<file path="src/rtl/btb_predictor.sv">
// Direct-mapped branch target buffer with 2-bit saturating counters and a registered mispredict/redirect pulse.
// Optional statistics counters are compiled in when BTB_STATS_EN is defined.
module btb_predictor #(
    parameter  int XLEN    = 32,
    parameter  int ENTRIES = 64,
    localparam int IDX_W   = $clog2(ENTRIES)
) (
    input  logic            clk,
    input  logic            rst,
    input  logic [XLEN-1:0] if_pc,
    output logic            pred_taken,
    output logic [XLEN-1:0] pred_target,
    input  logic            upd_valid,
    input  logic [XLEN-1:0] upd_pc,
    input  logic            upd_is_branch,
    input  logic            upd_is_jump,
    input  logic            upd_taken,
    input  logic [XLEN-1:0] upd_target,
    input  logic            upd_pred_taken,
    input  logic [XLEN-1:0] upd_pred_target,
`ifdef BTB_STATS_EN
    output logic [31:0]     stat_lookups,
    output logic [31:0]     stat_mispred,
`endif
    output logic            mispredict,
    output logic [XLEN-1:0] redirect_pc
);
    localparam int TAG_W = XLEN - IDX_W - 2;

    logic             valid_q [ENTRIES];
    logic [1:0]       ctr_q   [ENTRIES];
    logic [TAG_W-1:0] tag_q   [ENTRIES];
    logic [XLEN-1:0]  tgt_q   [ENTRIES];

    logic             mispredict_q, mispredict_d;
    logic [XLEN-1:0]  redirect_q, redirect_d;

    // Lookup path: reads pre-update contents even when indexing the entry being written.
    logic [IDX_W-1:0] lk_idx;
    logic [TAG_W-1:0] lk_tag;
    logic             lk_hit;
    logic             unused_lsbs;

    assign lk_idx      = if_pc[IDX_W+1:2];
    assign lk_tag      = if_pc[XLEN-1:IDX_W+2];
    assign lk_hit      = valid_q[lk_idx] && (tag_q[lk_idx] == lk_tag);
    assign pred_taken  = lk_hit && ctr_q[lk_idx][1];
    assign pred_target = pred_taken ? tgt_q[lk_idx] : '0;
    assign unused_lsbs = ^if_pc[1:0];

    logic [IDX_W-1:0] upd_idx;
    logic [TAG_W-1:0] upd_tag;
    logic             upd_act, upd_hit;
    logic             ctr_we, tgt_we;
    logic [1:0]       ctr_d;

    assign upd_idx = upd_pc[IDX_W+1:2];
    assign upd_tag = upd_pc[XLEN-1:IDX_W+2];
    assign upd_act = upd_valid && (upd_is_branch || upd_is_jump);
    assign upd_hit = valid_q[upd_idx] && (tag_q[upd_idx] == upd_tag);
    assign ctr_we  = upd_act && (upd_hit || upd_taken);
    assign tgt_we  = upd_act && upd_taken;

    always_comb begin
        ctr_d = ctr_q[upd_idx];
        if (!upd_hit) begin
            ctr_d = upd_is_jump ? 2'b11 : 2'b10;
        end else if (upd_taken) begin
            if (ctr_q[upd_idx] != 2'b11) ctr_d = ctr_q[upd_idx] + 2'd1;
        end else begin
            if (ctr_q[upd_idx] != 2'b00) ctr_d = ctr_q[upd_idx] - 2'd1;
        end
    end

    always_comb begin
        mispredict_d = upd_act && ((upd_taken != upd_pred_taken) ||
                                   (upd_taken && (upd_target != upd_pred_target)));
        redirect_d   = '0;
        if (mispredict_d)
            redirect_d = upd_taken ? upd_target : (upd_pc + {{(XLEN-3){1'b0}}, 3'd4});
    end

    always_ff @(posedge clk or posedge rst) begin
        if (rst) begin
            for (int i = 0; i < ENTRIES; i++) begin
                valid_q[i] <= 1'b0;
                ctr_q[i]   <= 2'b00;
            end
            mispredict_q <= 1'b0;
            redirect_q   <= '0;
        end else begin
            if (ctr_we) ctr_q[upd_idx] <= ctr_d;
            if (tgt_we) valid_q[upd_idx] <= 1'b1;
            mispredict_q <= mispredict_d;
            redirect_q   <= redirect_d;
        end
    end

    // Tag and target payload carry no reset; valid gates their use.
    always_ff @(posedge clk) begin
        if (tgt_we) begin
            tag_q[upd_idx] <= upd_tag;
            tgt_q[upd_idx] <= upd_target;
        end
    end

    assign mispredict  = mispredict_q;
    assign redirect_pc = redirect_q;

`ifdef BTB_STATS_EN
    logic [31:0] lookups_q, mispred_q;

    always_ff @(posedge clk or posedge rst) begin
        if (rst) begin
            lookups_q <= '0;
            mispred_q <= '0;
        end else begin
            if (upd_act && (lookups_q != 32'hFFFF_FFFF))      lookups_q <= lookups_q + 32'd1;
            if (mispredict_d && (mispred_q != 32'hFFFF_FFFF)) mispred_q <= mispred_q + 32'd1;
        end
    end

    assign stat_lookups = lookups_q;
    assign stat_mispred = mispred_q;
`endif

endmodule

</file>
<file path="config.mk">
export PLATFORM = sky130hd
export DESIGN_NAME = btb_predictor
export DESIGN_NICKNAME = d
export VERILOG_FILES = /design/src/rtl/btb_predictor.sv
export SDC_FILE = /design/constraint.sdc
export NUM_CORES = 2
export LEC_CHECK = 0
export CORE_UTILIZATION = 55
export CTS_CLUSTER_SIZE = 10
export DETAILED_ROUTE_END_ITERATION = 10
export PLACE_DENSITY = 0.71
export SETUP_SLACK_MARGIN = 0.1
export SYNTH_ARGS = -nofsm -noshare
export SYNTH_HDL_FRONTEND = slang
export SYNTH_SLANG_ARGS = --single-unit
</file>
<file path="constraint.sdc">
create_clock -name clk -period 23.5 [get_ports clk]
set_clock_uncertainty 0.15 [all_clocks]
set_input_delay 4.7 -clock clk [delete_from_list [all_inputs] [get_ports clk]]
set_output_delay 4.7 -clock clk [all_outputs]
set_load 0.005 [all_outputs]
</file>
; After elaboration in Yosys (flattened, before gate mapping)
; Memories as Yosys holds them, arrays and structs flattened.
; Cells that the tools add are included.
[totals]
ff_bits = 225
ram_bits = 3584
input_bits = 135
output_inout_bits = 66
mem_count = 2
[memory_table]
columns = name, depth, word_bits, read_ports, rd_clocked_by_memory_dff, write_ports, line_no
row1 = tgt_q, 64, 32, 1, 0, 1, 33  ; logic [XLEN-1:0] tgt_q [ENTRIES];
row2 = tag_q, 64, 24, 2, 0, 1, 32  ; logic [TAG_W-1:0] tag_q [ENTRIES];
[classes]
addsub = 3
magnitude_cmp = 3
eq_ne = 5
muxes = 27
bitwise = 3
n_reduce_logical = 13
[op_table]
columns = op, n
row1 = $bwmux 128, 1
row2 = $mux 32, 3
row3 = $or 64x64->64, 1
row4 = $eq 24x24->1, 2
row5 = $add 32x3->32 const B, 1
row6 = $ne 32x32->1, 1
row7 = $bmux 2 s6, 2
row8 = $mux 2, 9
row9 = $ge 7x7->1 const B, 2
row10 = $not 6->7, 2
row11 = $bmux 1 s6, 2
row12 = $demux 2 s6, 1
row13 = $logic_and 1x1->1, 9
row14 = $mux 1, 8
row15 = $lt 7x1->1 const B, 1
row16 = $demux 1 s6, 1
row17 = $logic_or 1x1->1, 3
row18 = $add 2x1->2 const B, 1
row19 = $ne 2x2->1 const B, 1
row20 = $reduce_bool 2->1, 1
row21 = $sub 2x1->2 const B, 1
row22 = $ne 1x1->1, 1

; Logic depth before layout (Yosys ltp)
[depth]
ltp_word = 9
depth_mapped = 20

; Worst setup path before layout
; OpenSTA, ideal clock, no wires.
[synth_timing]
kind = input-to-output
start = input port if_pc[2]
end = output port pred_target[15]
arrival_ns = 8.555
setup_slack_ns = 10.095
stages = 14
cell_sequence = clkbuf_1 -> clkbuf_1 -> buf_1 -> buf_1 -> mux4_2 -> mux4_2 -> mux2i_1 -> nor2_1 -> a21oi_1 -> xnor2_1 -> nor4_1 -> nand4_1 -> clkbuf_1 -> a211oi_1
[synth_between]
elab_chain_len = 7
word_cells_on_any_way = 13
cone_classes = eq/ne (1) / mux (7) / bitwise (1) / reduce/logical (2) / memory (2)
[synth_rtl]
columns = item, line_no
row1 = from (decl), 10  ; input logic [XLEN-1:0] if_pc,
row2 = branches (longest 6 deep; another with $mem_v2 64x24), -
row3 = $mux 32 *, 48  ; assign pred_target = pred_taken ? tgt_q[lk_idx] : '0;
row4 = to (decl), 12  ; output logic [XLEN-1:0] pred_target,
; Every way passes the cells marked *. The select of a mux whose other input is x is not followed.

; Worst setup path after layout
[layout_timing]
start = input port if_pc[2]
end = output port pred_target[31]
; The elaborated chain is that of the path after synthesis.

==> impl_results.md <==
* Routability cong. at 0.921
* Post-DP HPWL at 289000 um
* Worst-path clk slew at 0.05 ns
* Vias/cell at 7.57
* Initial core utilization at 55.5%
* Vias at 90900
* DR iter-0 viols at 15300
* Register area share after synthesis at 70.6%
* Setup_tns at 0 ns
* Clk buf depth at 4
* Leading cell type in the layout, fill and taps excluded: edfxtp_1
* Synth Warn # at 0
* H-tree levels at 5
* RSZ-0062 raised after global routing: false
* Share of post-route cells with drive strength above 1 at 31.7%
* Die ar. at 294000 um^2
* TritonCTS buffer count at 425
* Crit path kind: in2out
* Worst Path Arrival at 12.57 ns
* Final net count at 8124
* Startpoint types: input pin
* Max_cap viols at 1
* Period minus WS final at 17.42 ns
* Final WL at 523000 um
* Core area at 289000 um^2
* Vias in the first global route at 89400
* Fin Hold WS at 0.347 ns
* Synth cell types at 79
* Netlist Area Pre-Place at 160000 um^2
* R2R depth at 11
* Setup Viol. Count Final at 0
* Post-Syn Instances at 7573
* Failing checks: capacitance limit, slew limit
* Post-CTS setup buffers at 0
* Grt ovf at 0
* Power Density at 80.1 nW/um^2
* PnR worst setup slack at 6.08 ns
* Async SR Flop Fraction at 5.91%
* Worst slew pin tran at 1.59 ns
* Syn Nets at 7709
* Commonest cells after routing, fill and taps aside: 3584 x edfxtp_1, 1487 x mux4_2, 428 x clkbuf_16
* Critical path required time at 18.65 ns
* Die Span X at 542 um
* Initial antenna violation count at 28
* Critical path endpoint category: output pin
* Dpl ws at 6.17 ns
* Peak VDD IR at 0.0709 mV
* Largest net degree at the start of global routing at 151
* Prevailing post-synth register cell: edfxtp_1
* Post-synth EDFFs at 3584
* Row count at 197
* Max Freq at 57.4 MHz
* Relative slew slack at -6.68%
* Final Hold Viols at 0
* Worst Setup SP: if_pc[2]
* First-pass GRT wire length at 716000 um
* Reg-to-Reg Start: tag_q[7][13]$_DFFE_PP_
* Area Growth Syn to Fin at 12.0%
* DRC Markers at 0
* Final Slew Violations at 2
* CP Capture Point: pred_target[31]
* Total power at 0.0144 W
* Post-Syn Area per Cell at 21.2 um^2
* Hold_buf cts at 0
* Largest fanout on the critical path at 96
* I/O Pins at 201
* Final Core Density at 62.2%
* Filler cell count at 19500
* Outcome: complete, but fails checks
* WL/cell at 43.6 um
* Period utilization at 74.1%
* Overall Global Routing Usage at 35.7%
* Resized Gates After CTS at 0
* Flops & latches, synth at 3809
* Total clock sinks at 3809
* FF-to-FF setup slack at 17.44 ns
* Antenna-violating nets left at 0
* CTS tree: yes
* Clock root buffer: clkbuf_16
* DRT Pass-1 Iters at 9
* Die Y at 542 um
* RR Endpoint: ctr_q[110]$_DFFE_PP0P_
* Hold Path Class: reg2reg
* Leakage at 56.7 nW
* I/O Buffers at 198
* Clock latency on the worst-skew pair at 1.01 ns
-- where the power goes --
part           internal [W]  switching [W]
logic              0.000398       0.000577
registers           0.00748      0.0000379
clock network       0.00331        0.00258
-- routing by layer --
layer  track usage (%)  up-vias  wire length (um)
met4              21.3       20             37900
met2              53.7     7816            239000
met1              47.2    48100            177000
met3              9.50     1718             69900
met5             0.132        -               170
li1                  -    33300                 -
-- synthesized netlist by cell type, types with 7 or more instances --
cell type	number	area, um^2
a211oi_1	17	128
a21oi_1	163	816
a21oi_2	13	114
a221o_1	8	80.1
a221oi_1	52	455
a22o_1	8	70.1
a22oi_1	204	1530
a2bb2oi_1	64	561
a32oi_1	7	61.3
and2_1	13	81.3
and3_1	8	50.1
buf_1	128	480
buf_2	66	330
buf_4	17	128
buf_6	18	203
clkbuf_1	306	1150
dfrtp_1	225	5630
edfxtp_1	3584	108000
inv_1	21	78.8
mux2_2	45	507
mux2i_1	84	841
mux4_2	1487	33500
nand2_1	145	544
nand3_1	42	210
nand4_1	49	307
nor2_1	225	845
nor2b_1	52	325
nor3_1	77	385
nor4_1	14	87.6
nor4bb_1	8	80.1
o2111ai_1	9	78.8
o211ai_1	30	225
o21ai_0	56	280
o22a_1	11	96.3
o22ai_1	13	81.3
o2bb2ai_1	13	114
o31a_1	13	114
or2_2	65	407
or3_1	7	43.8
xnor2_1	49	429
xor2_1	45	394
-- through the flow --
step                area [um^2]  instances
CTS                      180000      12000
global placement         168000      11400
global route             180000      12000
floorplan                160000       7573
finish                   180000      12000
detailed placement       168000      11400
-- layout make-up --
| type | count | area, um^2 | share of cell area, % |
|---|---|---|---|
| clock buffer | 511 | 11100 | 6.17 |
| sequential | 3809 | 113000 | 63.0 |
| timing repair buffer | 523 | 4280 | 2.38 |
| clock inverter | 36 | 619 | 0.344 |
| inverter | 22 | 90.1 | 0.0501 |
| tap | 3880 | 4850 | 2.70 |
| multi-input combinational | 3207 | 45600 | 25.3 |
| antenna | 16 | 40.0 | 0.0223 |
-- flip-flops by register name (all words and copies together) (netlist names) --
signal       flops
tgt_q         2048
tag_q         1536
ctr_q          128
valid_q         64
redirect_pc     32
mispredict       1
-- how the worst min path moves through the flow --
stage	slack [ns]	start	endpoint	depth (start not counted)
after global routing	0.36	valid_q[31]$_DFFE_PP0P_	valid_q[31]$_DFFE_PP0P_	1
final	0.35	valid_q[22]$_DFFE_PP0P_	valid_q[22]$_DFFE_PP0P_	1
after global placement	0.32	valid_q[20]$_DFFE_PP0P_	valid_q[20]$_DFFE_PP0P_	1
after floorplan	0.30	valid_q[31]$_DFFE_PP0P_	valid_q[31]$_DFFE_PP0P_	1
after detailed placement	0.33	valid_q[61]$_DFFE_PP0P_	valid_q[61]$_DFFE_PP0P_	1
after CTS	0.35	valid_q[55]$_DFFE_PP0P_	valid_q[55]$_DFFE_PP0P_	1
-- critical path, cell delays in order --
cell and delay, ns:
buf_16 0.37, buf_4 0.77, buf_4 0.76, mux4_2 0.61, mux4_2 0.52, mux2_2 0.29, a21oi_1 0.64, xnor2_1 0.20
nor4_1 0.91, nand4_1 0.67, buf_4 0.62, a211oi_1 0.49, clkdlybuf4s50_1 0.62
-- cell families after synthesis --
| group | after synthesis | synth area share [%] |
|---|---|---|
| AO/OA/AOI/OAI | 734 | 3.30 |
| XOR/XNOR | 94 | 0.513 |
| adder cells (fa/ha/maj) | 3 | 0.0203 |
| buffers and inverters | 557 | 1.48 |
| flip-flops | 3809 | 70.6 |
| multiplexers | 1616 | 21.7 |
| AND/OR/NAND/NOR | 760 | 2.40 |
(Power assumes the default switching activity.)
